===== src/rtl/dft16_twiddle_gen.sv =====
// Streams W16^(n*k) twiddle pairs for one 16x16 DFT frame per start pulse.
// Define DFT16_TWID_INVERSE_EN to add the inv port (conjugate output for IDFT).
module dft16_twiddle_gen #(
   parameter int M = 11
) (
   input  logic         clk,
   input  logic         rst_n,
   input  logic         start,
   input  logic         out_ready,
`ifdef DFT16_TWID_INVERSE_EN
   input  logic         inv,
`endif
   output logic         out_valid,
   output logic [M-1:0] wr,
   output logic [M-1:0] wi,
   output logic [3:0]   k_idx,
   output logic [3:0]   n_idx,
   output logic         last_n,
   output logic         last_frame,
   output logic         busy,
   output logic         done
);

   typedef enum logic {IDLE, RUN} state_t;

   localparam int SH = M - 11;

   state_t       state_q;
   logic [3:0]   k_q, n_q;
   logic         valid_q, last_n_q, last_f_q, busy_q, done_q;
   logic [M-1:0] wr_q, wi_q;
   logic [3:0]   kidx_q, nidx_q;
`ifdef DFT16_TWID_INVERSE_EN
   logic         inv_q;
`endif

   logic [3:0]   idx;
   logic [2:0]   r, s;
   logic [M-1:0] ca, cb, wr_d, wi_n, wi_d;
   logic         xfer, load;

   function automatic logic [M-1:0] ctab(input logic [2:0] a);
      logic [M-1:0] v;
      unique case (a)
         3'd0:    v = M'(512);
         3'd1:    v = M'(473);
         3'd2:    v = M'(362);
         3'd3:    v = M'(196);
         default: v = '0;
      endcase
      return v << SH;
   endfunction

   // Only (n*k) mod 16 matters, so a 4-bit product is exact.
   assign idx = n_q * k_q;

   always_comb begin
      r    = {1'b0, idx[1:0]};
      s    = 3'd4 - r;
      ca   = ctab(r);
      cb   = ctab(s);
      wr_d = ca;
      wi_n = -cb;
      unique case (idx[3:2])
         2'd0: begin wr_d = ca;  wi_n = -cb; end
         2'd1: begin wr_d = -cb; wi_n = -ca; end
         2'd2: begin wr_d = -ca; wi_n = cb;  end
         2'd3: begin wr_d = cb;  wi_n = ca;  end
      endcase
`ifdef DFT16_TWID_INVERSE_EN
      wi_d = inv_q ? -wi_n : wi_n;
`else
      wi_d = wi_n;
`endif
   end

   assign xfer = valid_q && out_ready;
   assign load = (state_q == RUN) && !(valid_q && last_f_q)
              && (!valid_q || out_ready);

   always_ff @(posedge clk) begin
      if (!rst_n) begin
         state_q  <= IDLE;
         k_q      <= '0;
         n_q      <= '0;
         valid_q  <= 1'b0;
         wr_q     <= '0;
         wi_q     <= '0;
         kidx_q   <= '0;
         nidx_q   <= '0;
         last_n_q <= 1'b0;
         last_f_q <= 1'b0;
         busy_q   <= 1'b0;
         done_q   <= 1'b0;
`ifdef DFT16_TWID_INVERSE_EN
         inv_q    <= 1'b0;
`endif
      end else begin
         done_q <= 1'b0;
         unique case (state_q)
            IDLE: begin
               if (start) begin
                  state_q <= RUN;
                  busy_q  <= 1'b1;
`ifdef DFT16_TWID_INVERSE_EN
                  inv_q   <= inv;
`endif
               end
            end
            RUN: begin
               if (xfer && last_f_q) begin
                  state_q <= IDLE;
                  busy_q  <= 1'b0;
                  done_q  <= 1'b1;
               end
            end
         endcase
         if (load) begin
            valid_q  <= 1'b1;
            wr_q     <= wr_d;
            wi_q     <= wi_d;
            kidx_q   <= k_q;
            nidx_q   <= n_q;
            last_n_q <= (n_q == 4'd15);
            last_f_q <= (n_q == 4'd15) && (k_q == 4'd15);
            n_q      <= n_q + 4'd1;
            if (n_q == 4'd15) k_q <= k_q + 4'd1;
         end else if (xfer) begin
            valid_q  <= 1'b0;
         end
      end
   end

   assign out_valid  = valid_q;
   assign wr         = wr_q;
   assign wi         = wi_q;
   assign k_idx      = kidx_q;
   assign n_idx      = nidx_q;
   assign last_n     = last_n_q;
   assign last_frame = last_f_q;
   assign busy       = busy_q;
   assign done       = done_q;

endmodule

===== config.mk =====
export PLATFORM = sky130hd
export DESIGN_NAME = dft16_twiddle_gen
export DESIGN_NICKNAME = d
export VERILOG_FILES = /design/src/rtl/dft16_twiddle_gen.sv
export SDC_FILE = /design/constraint.sdc
export NUM_CORES = 1
export LEC_CHECK = 0
export ABC_AREA = 1
export BUFFER_PORTS_ARGS = -buffer_cell sky130_fd_sc_hd__buf_2
export CAP_MARGIN = 0
export CORE_ASPECT_RATIO = 1.25
export CORE_MARGIN = 1.5
export CORE_UTILIZATION = 30
export CTS_BUF_LIST = sky130_fd_sc_hd__clkbuf_4 sky130_fd_sc_hd__clkbuf_8
export DETAILED_ROUTE_END_ITERATION = 12
export GPL_ROUTABILITY_DRIVEN = 1
export SYNTH_ARGS = -nofsm -noshare
export SYNTH_HDL_FRONTEND = slang
export SYNTH_SLANG_ARGS = --single-unit

===== constraint.sdc =====
create_clock -name clk -period 3.1 [get_ports clk]
set_input_delay 0 -clock clk [delete_from_list [all_inputs] [get_ports clk]]
set_output_delay 0 -clock clk [all_outputs]
set_load 0.1 [all_outputs]

==> results.toml, run 1 <==
[status]
run_status = "finished, final reports clean"

[timing]
rsz0062_at_grt = "no"
relSlewSlack = 0.617
final.setup_skew_ps = 17.1
finalHoldViolCount = 0
timing.fmax_ghz = 0.375
timing.final.crit_share = 0.861
maxSlewViolCount = 0
worstMarginPinSlew_ps = 574
setup_violations = 0
tns_ps = 0
period_needed_ps = 2670

[setup_path]
worstPathMaxFanout = 8
required_ps = 3340
worst_setup_path_startpoint = "k_q[1]"
critPathKind = "reg -> reg"
setup.worst_path.start_class = "register"
critical_path_arrival_ps = 2910
crit_path_end_kind = "register"
rr_startpoint = "k_q[1]"

[yosys]
synth_sequential_area_ratio = 0.359
yosysUniqueCellTypes = 35
synth_top_area_share = 0.359
synth_top_cell_by_area = "dfxtp_1"
synthTopCellsByArea = "dfxtp_1 (36%), nand2_1 (9.9%), ha_1 (8.0%)"
synth-edff-count = 0
synth.cell_area_um2 = 2340
syn_avg_cell_area_um2 = 7.23
synth.yosys.warnings = 0
postSynth.asyncResetShare = 0
syn_inst = 324
synth.ff_latch_count = 42
ys.flop_type = "dfxtp_1"
postSynthNetCount = 343

[global_route]
global_route.overflow_total = 0
grt_use_total = 0.143
global_route_wire_length_before_repair_um = 9360
antenna_found_initial = 0
number_of_global_route_vias_before_repair = 2068
grt_start_max_net_pins = 36

[placed_design]
place.detailed.instances = 444
gp_congestion = 0.875
dp.final_hpwl_um = 4050
io_buffers = 38
dpl_cell_area_um2 = 2610

[layout]
layout.filler_cells = 795
seqCellArea_um2 = 841
final_layout_size_suffix_gt1_frac = 0.204
final_non_filler_cell_total = 454
areaGrowthSynthToFinish_pct = 17.4
finish.instance_area_um2 = 2750
nNetsFinal = 380
area_taken_by_multi_input_logic_gates_um2 = 1250
insertedDiodeCount = 0
top_library_cells_by_usage_in_the_layout_fill_and_taps_aside = "nand2_1 (62), inv_1 (42), dfxtp_1 (42), buf_2 (38), o21ai_0 (33)"
layout_commonest_cell = "nand2_1"

[clock_network]
worst_setup_hold_path_clk_slew_ps = 90
clock_sink_count = 42
clk_root_buffer_cell = "clkbuf_8"
cts_tree = "yes"
post-cts-setup-buffer-count = 0
clk_path_buf_depth = 2
clock_insertion_delay_worst_skew_ps = 310
ctsHtreeMaxLevel = 2
cts-buffers-inserted = 5

[routing]
drt-vias-per-instance = 4.67
wirelength_um = 5520
drc = 0
ant_nets = 0
via_count = 2122
drt_first_iter_violations = 65
avgRoutedWirePerCell_um = 12.2
detailedRoute.firstPassIterationCount = 4

[floorplan]
core-area_um2 = 7490
dieArea_um2 = 8350
floorplan.rows = 35
dieHeight_um = 102
chipWidth_um = 82.1
initial_utilization = 0.313
pin_count = 39

[job]
cap_viol_max_count = 0

[hold_path]
worst_hold_startpoint = "rst_n"
timing.hold.worst.class = "in -> reg"

[pwr]
pwr-share-clk = 0.340
power.share.switching = 0.363
share_comb_of_total_power = 0.231
power_density_nw_per_um2 = 494
internal-power_mw = 0.866
total_switching_power_mw = 0.493
seq_power_share = 0.430
power_leakage_nw = 1.36
finalPower_mw = 1.36
vdd_ir_drop_max_mv = 0.219
## power groups by stage
stage	clock, mW	sequential [mW]	combinational, mW
CTS	0.474	0.584	0.316
detailed placement	0	0.596	0.313
global placement	0	0.596	0.312
finish	0.462	0.584	0.313
floorplan	0	0.788	0.0710
global route	0.494	0.588	0.331
## registers in the layout (all words and copies together), names as in the netlist
| name | flops |
|---|---|
| wi | 10 |
| wr | 10 |
| k_idx | 4 |
| k_q | 4 |
| n_idx | 4 |
| n_q | 4 |
| busy | 1 |
| done | 1 |
| last_frame | 1 |
| last_n | 1 |
| out_valid | 1 |
| state_q | 1 |
## cell type report
class                           instances  share of cell area
Multi-Input combinational cell        222               0.455
Sequential cell                        42               0.306
Timing Repair Buffer                   44              0.0919
Inverter                               46              0.0628
Tap cell                               92              0.0418
Clock buffer                            5              0.0250
Clock inverter                          3              0.0177
## final timing paths
| kind | to | slack [ps] | cells after the start |
|---|---|---|---|
| setup / recovery | wi[10] | 430 | 12 |
| hold / removal | k_q[3] | 200 | 3 |
| setup reg to reg | wi[10] | 430 | 12 |
| hold reg to reg | last_n | 470 | 2 |
## synth_stat cells (all sizes together) (2+ instances only)
master	n
nand2	73
buf	5
nor3b	2
clkbuf	9
a21oi	22
o211ai	5
clkinv	3
o21ai	37
inv	43
dfxtp	42
nand3	24
nor3	3
xor2	2
nor2	29
ha	15
nand4	2
a31oi	3
## worst max-delay path, cell delays in order (launching register included)
cell and delay, ps:
dfxtp_1 440, nand2_1 80, inv_1 50, ha_1 220, ha_1 300, ha_1 460
inv_1 350, nand3_2 250, inv_2 150, nand2_1 70, nand3_1 70, o211ai_1 80
inv_1 80
## routing by layer
layer	share of wire	routed length (um)	vias up	global-route usage
met5	0	0	-	0
met2	0.50	2740	33	0.255
li1	-	-	1124	-
met4	0.018	101	0	0.0456
met1	0.46	2530	955	0.169
met3	0.028	154	10	0.0286
## cells by family (layout without fill, tap and decap cells)
group                    count (synthesis)  in the layout  share of synthesized area
AND/OR/NAND/NOR                        134            134                      0.275
AO/OA/AOI/OAI                           71             71                      0.171
buffers and inverters                   60             98                      0.107
flip-flops                              42             42                      0.359
adder cells (fa/ha/maj)                 15             15                     0.0801
XOR/XNOR                                 2              2                    0.00748
## per-stage QoR
| stage | utilization | worst slack, ps | hold WS, ps |
|---|---|---|---|
| final | 0.367 | 432 | 197 |
| after global routing | 0.367 | 228 | 235 |
| after CTS | 0.367 | 421 | 206 |
| after detailed placement | 0.349 | 450 | 245 |
| after global placement | 0.349 | 448 | 235 |
| after floorplan | - | 691 | 129 |
## what timing repair did
item                       4_1_cts  5_1_grt
setup endpoints to repair        0        0
resized for setup                0        0
hold buffers                     2        0
hold endpoints to repair         4        0
Note: power is estimated with default switching activity, not from simulation.
==> inputs of run 2 (changes only) <==
Settings changed: GPL_ROUTABILITY_DRIVEN 1 to 0, PLACE_DENSITY_LB_ADDON set to 0.05.
==> results.toml, run 2 (synthesized netlist as in run 1, its figures left out) <==
[layout]
insertedDiodeCount = 0
final_util = 0.365
final_non_filler_cell_total = 455
final_layout_size_suffix_gt1_frac = 0.207
nNetsFinal = 381
areaGrowthSynthToFinish_pct = 16.8
finish.instance_area_um2 = 2740
layout_commonest_cell = "nand2_1"
top_library_cells_by_usage_in_the_layout_fill_and_taps_aside = "nand2_1 (62), inv_1 (42), dfxtp_1 (42), buf_2 (38), o21ai_0 (33)"

[clock_network]
post-cts-setup-buffer-count = 0
clock_insertion_delay_worst_skew_ps = 300
clk_root_buffer_cell = "clkbuf_8"
cts-resized-gates = 0
cts_tree = "yes"
clock_sink_count = 42
ctsHtreeMaxLevel = 2
cts_hold_buffers = 2
cts-buffers-inserted = 5
worst_setup_hold_path_clk_slew_ps = 90
clk_path_buf_depth = 2

[setup_path]
crit_path_end_kind = "register"
required_ps = 3350
reg2reg_setup_slack_ps = 510
worst_path_largest_cell_delay_ps = 450
worst_path_dominant_cell_family = "adder cells"
critical_path_arrival_ps = 2850
cp.buffers_inverters = 4
critPathKind = "reg -> reg"
worstPathMaxFanout = 8
critPathSlowestCell = "ha_1"
setup.worst_path.start_class = "register"
path_cells = "nand2_1 -> inv_1 -> ha_1 -> ha_1 -> ha_1 -> inv_1 -> nand3_2 -> inv_2 -> nand2_1 -> nand3_1 -> o211ai_1 -> inv_1"

[timing]
maxSlewViolCount = 0
period_needed_ps = 2590
relSlewSlack = 0.629
final.setup_skew_ps = 5.86
timing.fmax_ghz = 0.385
tns_ps = 0
finalHoldViolCount = 0
setup_slack_ps = 506
rsz0062_at_grt = "no"
setup_violations = 0
final.hold.worst_slack_ps = 193
worstMarginPinSlew_ps = 556
timing.final.crit_share = 0.837

[global_route]
number_of_global_route_vias_before_repair = 2035
global_route.overflow_total = 0
global_route_wire_length_before_repair_um = 10000
grt_start_max_net_pins = 45
grt_use_total = 0.159
antenna_found_initial = 0

[pwr]
finalPower_mw = 1.28
vdd_ir_drop_max_mv = 0.187
power_density_nw_per_um2 = 469
power_leakage_nw = 1.35

[floorplan]
dieArea_um2 = 8350
core-area_um2 = 7490
dieHeight_um = 102
initial_utilization = 0.313
chipWidth_um = 82.1
pin_count = 39
floorplan.rows = 35

[routing]
drc = 0
drt_first_iter_violations = 88
drt-vias-per-instance = 4.72
avgRoutedWirePerCell_um = 13.4
wirelength_um = 6080
detailedRoute.firstPassIterationCount = 4
ant_nets = 0
via_count = 2149

[placed_design]
place.detailed.instances = 445
dp.final_hpwl_um = 4530
setup_slack_at_placement_ps = 499
dpl_cell_area_um2 = 2620
io_buffers = 38

[status]
run_status = "finished, final reports clean"

[job]
cap_viol_max_count = 0

[hold_path]
timing.hold.worst.class = "in -> reg"
==> run 2: final timing paths <==
check | start | endpoint | depth (start not counted)
setup / recovery | k_q[2] | wi[10] | 12
hold / removal | rst_n | k_q[3] | 3
hold reg to reg | last_n | last_n | 2
setup reg to reg | k_q[2] | wi[10] | 12
==> run 2: routing by layer <==
layer	vias to the layer above	part of all wire	track usage
met1	974	0.44	0.188
li1	1130	-	-
met5	-	0	0
met3	10	0.025	0.0250
met2	35	0.52	0.282
met4	0	0.017	0.0613
==> run 2: power by group <==
group | internal, mW | switching (mW) | total, mW
Combinational | 0.0513 | 0.263 | 0.314
Clock | 0.179 | 0.205 | 0.384
Sequential | 0.569 | 0.0150 | 0.584
==> run 2: area by class of cell <==
type | instances | area, um2
well taps | 92 | 115
multi-input cells | 222 | 1250
fillers | 813 | 4750
clock inverters | 2 | 12.5
clock buffers | 6 | 82.6
repair buffers | 45 | 260
flip-flops and latches | 42 | 841
inverters | 46 | 173
==> run 2: worst register-to-register path, cell delays in order, from the launching register on <==
cell,delay (ps)
dfxtp_1,400
nand2_1,70
inv_1,60
ha_1,220
ha_1,300
ha_1,450
inv_1,330
nand3_2,240
inv_2,140
nand2_1,80
nand3_1,100
o211ai_1,90
inv_1,70
==> inputs of run 3 (changes only) <==
Clock period 3.1 ns to 2.1 ns, I/O delays scaled along.
==> results.toml, run 3 (synthesized netlist as in run 1, its figures left out) <==
[setup_path]
rr_startpoint = "k_q[1]"
crit_cells = 17
path_cells = "nand2_2 -> inv_2 -> ha_4 -> ha_4 -> ha_4 -> inv_2 -> nand2_1 -> nand3_2 -> nand2_4 -> inv_4 -> nand3_4 -> nand2_8 -> buf_6 -> nand3b_1 -> nand3_1 -> nand2_2 -> a21oi_2"
worstPathMaxFanout = 5
worst_path_dominant_cell_family = "simple AND/OR/NAND/NOR gates"
critPathSlowestCell = "dfxtp_2"
crit-reg2reg-capture = "wr[4]"
critPathMostFrequentCell = "ha_4"
crit_path_end_kind = "register"
cp.buffers_inverters = 4
required_ps = 2330
setup.worst_path.start_class = "register"
worst_path_largest_cell_delay_ps = 330
reg2reg_depth = 17
reg2reg_setup_slack_ps = -110
critPathKind = "reg -> reg"
critical_path_arrival_ps = 2440

[layout]
layout_commonest_cell = "nand2_1"
final_non_filler_cell_total = 483
top_library_cells_by_usage_in_the_layout_fill_and_taps_aside = "nand2_1 (52), dfxtp_1 (38), buf_2 (38), inv_1 (37)"
insertedDiodeCount = 0
layout.filler_cells = 797
areaGrowthSynthToFinish_pct = 32.6
nNetsFinal = 409
final_layout_size_suffix_gt1_frac = 0.343

[clock_network]
cts-buffers-inserted = 5
clock_insertion_delay_worst_skew_ps = 300
clk_root_buffer_cell = "clkbuf_8"
clock_sink_count = 42
cts_tree = "yes"
worst_setup_hold_path_clk_slew_ps = 90
clk_path_buf_depth = 2
ctsHtreeMaxLevel = 2

[timing]
setup_violations = 16
period_needed_ps = 2210
setup_slack_ps = -111
worstMarginPinSlew_ps = 488
tns_ps = -1030
finalHoldViolCount = 0
timing.final.crit_share = 1.05
timing.fmax_ghz = 0.452
maxSlewViolCount = 0
final.hold.worst_slack_ps = 79.0
final.setup_skew_ps = 8.12
relSlewSlack = 0.677
rsz0062_at_grt = "yes"

[global_route]
global_route.overflow_total = 0
grt_use_total = 0.167
grt_start_max_net_pins = 33
antenna_found_initial = 0
global_route_wire_length_before_repair_um = 10500
number_of_global_route_vias_before_repair = 2101

[hold_path]
hold_path_end = "wi[8]"
timing.hold.worst.class = "in -> reg"
worst_hold_startpoint = "rst_n"
whs_path_depth = 3

[pwr]
power_leakage_nw = 1.51
power_density_nw_per_um2 = 610
vdd_ir_drop_max_mv = 0.261

[placed_design]
io_buffers = 38
place.detailed.instances = 467
dp.final_hpwl_um = 4740

[routing]
wl_met2_um = 3360
met3_wirelength_um = 218
avgRoutedWirePerCell_um = 13.4
ant_nets = 0
via_count = 2275
top_signal_layer_used = "met4"
wirelength_met1_um = 2700
drt_first_iter_violations = 64
wirelength_um = 6450
detailedRoute.firstPassIterationCount = 4
drc = 0
drt-vias-per-instance = 4.71

[floorplan]
initial_utilization = 0.313
dieArea_um2 = 8350
pin_count = 39
dieHeight_um = 102
core-area_um2 = 7490
floorplan.rows = 35
chipWidth_um = 82.1

[job]
cap_viol_max_count = 0

[status]
violations_in_the_final_reports = "negative setup slack"
run_status = "finished with violations"
==> run 3: changes by cell type in the layout (fill, tap and decap cells not counted), sizes merged <==
cell | previous run | this run
buf | 43 | 70
nand2 | 73 | 74
==> run 3: report_power, final <==
group | leakage, nW | internal, mW | switching, mW
clock | 0.0472 | 0.265 | 0.296
sequential | 0.346 | 0.841 | 0.0217
combinational | 1.12 | 0.0802 | 0.393
==> run 3: what timing repair did <==
item,4_1_cts,5_1_grt
gates cloned,1,0
gates resized for setup,17,19
endpoints found under the hold margin,4,0
pin swaps,11,16
setup buffers,3,2
setup endpoints to repair,18,18
hold buffers,2,0
==> run 3: how the worst max path moves through the flow <==
stage                      start  endpoint  slack [ps]
final                     k_q[1]     wr[4]        -110
after global placement    k_q[1]    wr[10]        -210
after CTS                 k_q[1]     wr[9]        -130
after detailed placement  k_q[1]    wr[10]        -230
after floorplan           n_q[0]     wi[9]        -190
after global routing      n_q[0]     wr[4]        -230
==> run 3: stage by stage <==
step	setup WS [ps]	util	power, mW	cell area, um2
floorplan	-190	-	1.27	2370
global placement	-207	0.373	1.35	2800
detailed placement	-235	0.373	1.35	2800
CTS	-125	0.404	1.93	3020
global route	-231	0.415	2.00	3110
finish	-111	0.415	1.90	3110
==> run 3: final cells by class <==
class	instances	area, um2	share of cell area
flip-flops and latches	42	846	0.272
inverters	46	180	0.0580
repair buffers	72	454	0.146
clock buffers	6	82.6	0.0266
clock inverters	2	12.5	0.00403
multi-input cells	223	1420	0.456
well taps	92	115	0.0370
==> run 3: routing by layer <==
layer / vias to the layer above / GRT usage
met5: - / 0
met4: 0 / 0.0730
met3: 15 / 0.0321
met2: 48 / 0.305
met1: 1030 / 0.185
li1: 1182 / -
==> run 3: tightest hold or removal path, delay by kind of cell <==
family	cells	cell delay [ps]
AO/OA/AOI/OAI	1	40
buffers and inverters	2	290
